--- src/rtl/fastdiv_q88_bcd_fmt.sv ---
// rtl/fastdiv_q88_bcd_fmt.sv - Q8.8 quotient to packed BCD formatter (double-dabble + x10 fraction)
// Optional rounding via FASTDIV_BCD_ROUND_EN (guard digit + ROUND state).
module fastdiv_q88_bcd_fmt #(
  parameter int FRAC_DIGITS = 3
) (
  input  logic                     clk,
  input  logic                     rst,
  input  logic                     in_valid,
  output logic                     in_ready,
  input  logic [15:0]              in_data,
  output logic                     out_valid,
  input  logic                     out_ready,
  output logic [11:0]              out_int_bcd,
  output logic [4*FRAC_DIGITS-1:0] out_frac_bcd,
  output logic                     busy
);

  localparam int FW = 4 * FRAC_DIGITS;

  localparam logic [2:0] S_IDLE  = 3'd0;
  localparam logic [2:0] S_INT   = 3'd1;
  localparam logic [2:0] S_FRAC  = 3'd2;
  localparam logic [2:0] S_DONE  = 3'd4;
`ifdef FASTDIV_BCD_ROUND_EN
  localparam logic [2:0] S_ROUND = 3'd3;
  // One extra iteration produces the guard digit.
  localparam logic [3:0] FRAC_LAST = 4'(FRAC_DIGITS);
`else
  localparam logic [3:0] FRAC_LAST = 4'(FRAC_DIGITS - 1);
`endif

  logic [2:0]    state;
  logic [19:0]   dd;
  logic [7:0]    frac;
  logic [3:0]    cnt;
  logic [FW-1:0] digits;
  logic [11:0]   int_q;
  logic [FW-1:0] frac_q;

  logic [19:0]   dd_adj;
  logic [19:0]   dd_next;
  logic [11:0]   prod;
  logic [FW-1:0] digits_next;

  // Double-dabble: correct BCD nibbles >= 5 before the shift.
  always_comb begin
    dd_adj = dd;
    for (int k = 0; k < 3; k++) begin
      if (dd[8+4*k +: 4] >= 4'd5) begin
        dd_adj[8+4*k +: 4] = dd[8+4*k +: 4] + 4'd3;
      end
    end
    dd_next = {dd_adj[18:0], 1'b0};
  end

  assign prod        = {4'd0, frac} * 12'd10;
  assign digits_next = FW'({digits, prod[11:8]});

`ifdef FASTDIV_BCD_ROUND_EN
  logic [3:0]             guard;
  logic [FW+11:0]         rnd_val;
  logic                   rnd_c;

  // Increment the whole int+frac BCD string by one LSD with decimal carry.
  always_comb begin
    rnd_val = {dd[19:8], digits};
    rnd_c   = (guard >= 4'd5);
    for (int i = 0; i < FRAC_DIGITS + 3; i++) begin
      if (rnd_c) begin
        if (rnd_val[4*i +: 4] == 4'd9) begin
          rnd_val[4*i +: 4] = 4'd0;
        end else begin
          rnd_val[4*i +: 4] = rnd_val[4*i +: 4] + 4'd1;
          rnd_c = 1'b0;
        end
      end
    end
  end
`endif

  always_ff @(posedge clk or posedge rst) begin
    if (rst) begin
      state  <= S_IDLE;
      dd     <= '0;
      frac   <= '0;
      cnt    <= '0;
      digits <= '0;
      int_q  <= '0;
      frac_q <= '0;
`ifdef FASTDIV_BCD_ROUND_EN
      guard  <= '0;
`endif
    end else begin
      case (state)
        S_IDLE: begin
          if (in_valid) begin
            dd     <= {12'd0, in_data[15:8]};
            frac   <= in_data[7:0];
            cnt    <= '0;
            digits <= '0;
`ifdef FASTDIV_BCD_ROUND_EN
            guard  <= '0;
`endif
            state  <= S_INT;
          end
        end
        S_INT: begin
          dd <= dd_next;
          if (cnt == 4'd7) begin
            cnt   <= '0;
            state <= S_FRAC;
          end else begin
            cnt <= cnt + 4'd1;
          end
        end
        S_FRAC: begin
          frac <= prod[7:0];
          cnt  <= cnt + 4'd1;
`ifdef FASTDIV_BCD_ROUND_EN
          if (cnt == FRAC_LAST) begin
            guard <= prod[11:8];
            state <= S_ROUND;
          end else begin
            digits <= digits_next;
          end
`else
          digits <= digits_next;
          if (cnt == FRAC_LAST) begin
            int_q  <= dd[19:8];
            frac_q <= digits_next;
            state  <= S_DONE;
          end
`endif
        end
`ifdef FASTDIV_BCD_ROUND_EN
        S_ROUND: begin
          int_q  <= rnd_val[FW+11:FW];
          frac_q <= rnd_val[FW-1:0];
          state  <= S_DONE;
        end
`endif
        S_DONE: begin
          if (out_ready) begin
            state <= S_IDLE;
          end
        end
        default: state <= S_IDLE;
      endcase
    end
  end

  assign in_ready     = (state == S_IDLE);
  assign busy         = (state != S_IDLE);
  assign out_valid    = (state == S_DONE);
  assign out_int_bcd  = int_q;
  assign out_frac_bcd = frac_q;

endmodule

--- config.mk ---
export PLATFORM = sky130hd
export DESIGN_NAME = fastdiv_q88_bcd_fmt
export DESIGN_NICKNAME = d
export VERILOG_FILES = /design/src/rtl/fastdiv_q88_bcd_fmt.sv
export SDC_FILE = /design/constraint.sdc
export NUM_CORES = 1
export LEC_CHECK = 0
export CAP_MARGIN = 20
export CORE_MARGIN = 2
export CORE_UTILIZATION = 49
export DETAILED_ROUTE_END_ITERATION = 10
export GPL_TIMING_DRIVEN = 1
export PLACE_DENSITY = 0.76
export SYNTH_ARGS = -nofsm -noshare
export SYNTH_HDL_FRONTEND = slang
export SYNTH_SLANG_ARGS = --single-unit
--- constraint.sdc ---
create_clock -name clk -period 2.5 [get_ports clk]
set_input_delay 0.75 -clock clk [delete_from_list [all_inputs] [get_ports clk]]
set_output_delay 0.75 -clock clk [all_outputs]
set_load 0.01 [all_outputs]
==> results of run 1 <==
routing by layer:
layer | track usage | wire length [µm] | vias up
li1 | - | - | 1182
met1 | 0.2472 | 3135 | 1202
met2 | 0.3336 | 3389 | 48
met3 | 0.05238 | 310 | 10
met4 | 0.07955 | 101 | 0
met5 | 0 | 0 | -
synth_stat cells, types with 4 or more instances:
cell type	instances
clkbuf_1	10
dfrtp_1	67
nor2_1	7
mux2_2	6
o31ai_1	7
and3_1	4
a21o_1	4
a21oi_1	11
nand2b_1	4
mux2i_1	12
buf_2	4
nand2_1	38
ha_1	20
inv_1	13
a22o_1	8
mux2_4	13
o22ai_1	6
xnor2_1	7
o21ai_0	26
through the flow:
step	utilization	hold WS, ps	std cells	worst slack, ps	cell area (µm²)
4_1_cts	0.6253	485.7	441	0.2581	4202
3_3_place_gp	0.5905	463.9	425	14.61	3968
3_5_place_dp	0.5905	472.4	425	-10.42	3968
6_report	0.6309	478.8	443	127.3	4239
5_1_grt	0.6309	514.7	443	40.37	4239
2_1_floorplan	-	447.8	300	66.69	3351
power by group through the flow:
stage,clock network [mW],registers [mW],logic (mW)
floorplan,0,1.61,1.40
global placement,0,1.65,1.85
detailed placement,0,1.66,1.91
CTS,1.04,1.65,1.94
global route,1.09,1.68,2.24
finish,1.03,1.64,2.00
area by class of cell:
| class | instances | area [µm²] |
|---|---|---|
| clock buffer | 10 | 137.6 |
| clock inverter | 6 | 88.84 |
| fill | 523 | 2480 |
| inverter | 13 | 48.80 |
| multi-input combinational | 204 | 1580 |
| sequential | 67 | 1678 |
| tap | 80 | 100.1 |
| timing repair buffer | 63 | 605.6 |
worst max-delay path: stages, from the launching register on:
cell,delay (ps)
dfrtp_1,390
or3_4,400
clkdlybuf4s50_1,480
registers in the layout, summed over array words and instances, names as in the netlist:
name          cells
state             3
dd               20
frac              8
out_frac_bcd     12
cnt               4
digits            8
out_int_bcd      12
repair_timing:
item	CTS	global route
gates resized for setup	3	4
setup buffers	0	2
endpoints found under the setup margin	2	4
endpoints found under the hold margin	0	0
pin swaps	0	0
how the worst max path moves through the flow:
stage / endpoint / from / slack [ps]
floorplan: cnt[0] / rst / 70
global route: out_frac_bcd[2] / frac[1] / 40
detailed placement: out_frac_bcd[2] / frac[1] / -10
finish: busy / state[2] / 130
global placement: out_frac_bcd[2] / frac[1] / 10
CTS: in_ready / state[0] / 0.3
cell families after synthesis:
group,share of synthesized area
xor+xnor,0.02353
buf+inv,0.03846
compound gates,0.1464
simple gates,0.09634
flops,0.5004
fa+ha+maj,0.08066
mux,0.1143
==> summary.md, run 1 <==
| Metric | Value |
|---|---|
| Outcome | finished, final reports clean |
| Syn avg cell area | approximately 11 µm² |
| GRT Total Usage | 0.1996 |
| Routed Antenna Nets | 0 |
| RSZ-0062 raised after global routing | false |
| CP Class | flop to output pin |
| Post-layout power | approximately 4.7 mW |
| CTS tree | done |
| Die area | between 0.007 and 0.008 mm² |
| Max Cap Viol | 0 |
| Relative slew margins | 0.7137 |
| Detailed Place HPWL | between 4000 and 5000 µm |
| Psw | 1.727 mW |
| Cell Int Power | approximately 2.9 mW |
| Vias | ~2400 |
| Share of layout cells above drive strength 1 | 0.1680 |
| Startpoint class of the critical path | flop |
| Commonest non-fill, non-tap cell in the layout | dfrtp_1 |
| Sequential power share | 0.351 |
| Final Routed Wirelength | slightly below 7000 µm |
| Hold Crit Class | flop to flop |
| Synth Net Count | approximately 340 |
| Synth area leaders | dfrtp_1 (50%), ha_1 (7.5%), mux2_4 (5.8%) |
| Final period util | 0.9491 |
| Worst IR drop on VDD | about 560 µV |
| Final min period | 2373 ps |
| R2r startpoint | frac[1] |
| CTS clk-pin slew, worst paths | around 70 ps |
| Vias in the first global route | 2450 |
| Beginning of the worst hold path | dd[7] |
| Setup total negative slack | 0 ps |
| Async SR Flop Fraction | 1.000 |
| Htree depth | 3 |
| Max-slew violation count | 0 |
| Clock power share | 0.220 |
| Top cell type's share of synthesized area | 0.5004 |
| Net Sw Frac | 0.3700 |
| Final hold viol count | 0 |
| TritonCTS Buffers | 9 |
| Clock sink count | 67 |
| Post-CTS Hold Buffers | 0 |
| Site Rows | 30 |
| Vias per cell | between 5 and 6 |
| Chip width | 86.70 µm |
| DRC | 0 |
| Mapped Area | approximately 0.0034 mm² |
| Pleak | between 2 and 2.5 nW |
| Die height | just under 90 µm |
| Flops & latches, synth | 67 |
| Crit path max fanout | 2 |
| Fin Clk Skew | between 10 and 15 ps |
| Cell taking the most area after synthesis | dfrtp_1 |
| R2R cell count | 7 |
| Comb pwr share | 0.429 |
| Syn-to-layout area delta | 26.51% |
| Synth Flop Type | dfrtp_1 |
| Mapped Cells | 300 |
| Global-route wire length before repair | about 11000 µm |
| Clock Latency Late Sink | about 360 ps |
| CTS Root Cell | clkbuf_8 |
| Antenna cells | 0 |
| R2r endpoint | out_frac_bcd[2] |
| Reg-to-reg setup timing slack | 140 ps |
| Bufs on Longest Clock Path | 2 |
| Post-layout nets | 399 |
| Most frequent cells in the layout | dfrtp_1 (66), clkdlybuf4s50_1 (44), nand2_1 (38), o21ai_0 (26), ha_1 (20) |
| Tightest Pin Transition | about 430 ps |
| EDFF count, synth | 0 |
| Crit end category | output pin |
| Seq/Total Area, Yosys | 0.5004 |
| Pre-Repair DR Iteration Count | 4 |
| Final-report setup violation count | 0 |
| Largest net degree at the start of global routing | between 60 and 70 |
| Total grt overflow | 0 |
| Initial core utilization | 0.4987 |
| WHS Path Cells | 2 |
| I/O pin total | 47 |
| Buffers on Ports | 46 |
| PwrDens | 1101 mW/mm² |
| WHS Endpoint | dd[8] |
| Wirelength per Cell | roughly 16 µm |
| Initial antenna violation count | 0 |
| Routability congestion estimate | 0.8778 |
| DR iter-0 viols | 112 |
| Arr. time, crit path | about 1600 ps |
| Ys Warns | 0 |
| Worst EP required | about 1800 ps |
| Core area | roughly 0.0067 mm² |
| Cell variety after synth | 39 |
| FMAX | between 400 and 500 MHz |
No activity file was read; power rests on OpenSTA's default activity.
==> run 2: changes to the inputs <==
- CTS_CLUSTER_DIAMETER: unset -> 120
==> results of run 2 <==
Same layout as run 1: the final DEF is identical, and so are final timing and power.
==> run 3: changes to the inputs <==
- CTS_CLUSTER_SIZE: unset -> 40
==> results of run 3 <==
Same layout as run 1: the final DEF is identical, and so are final timing and power.
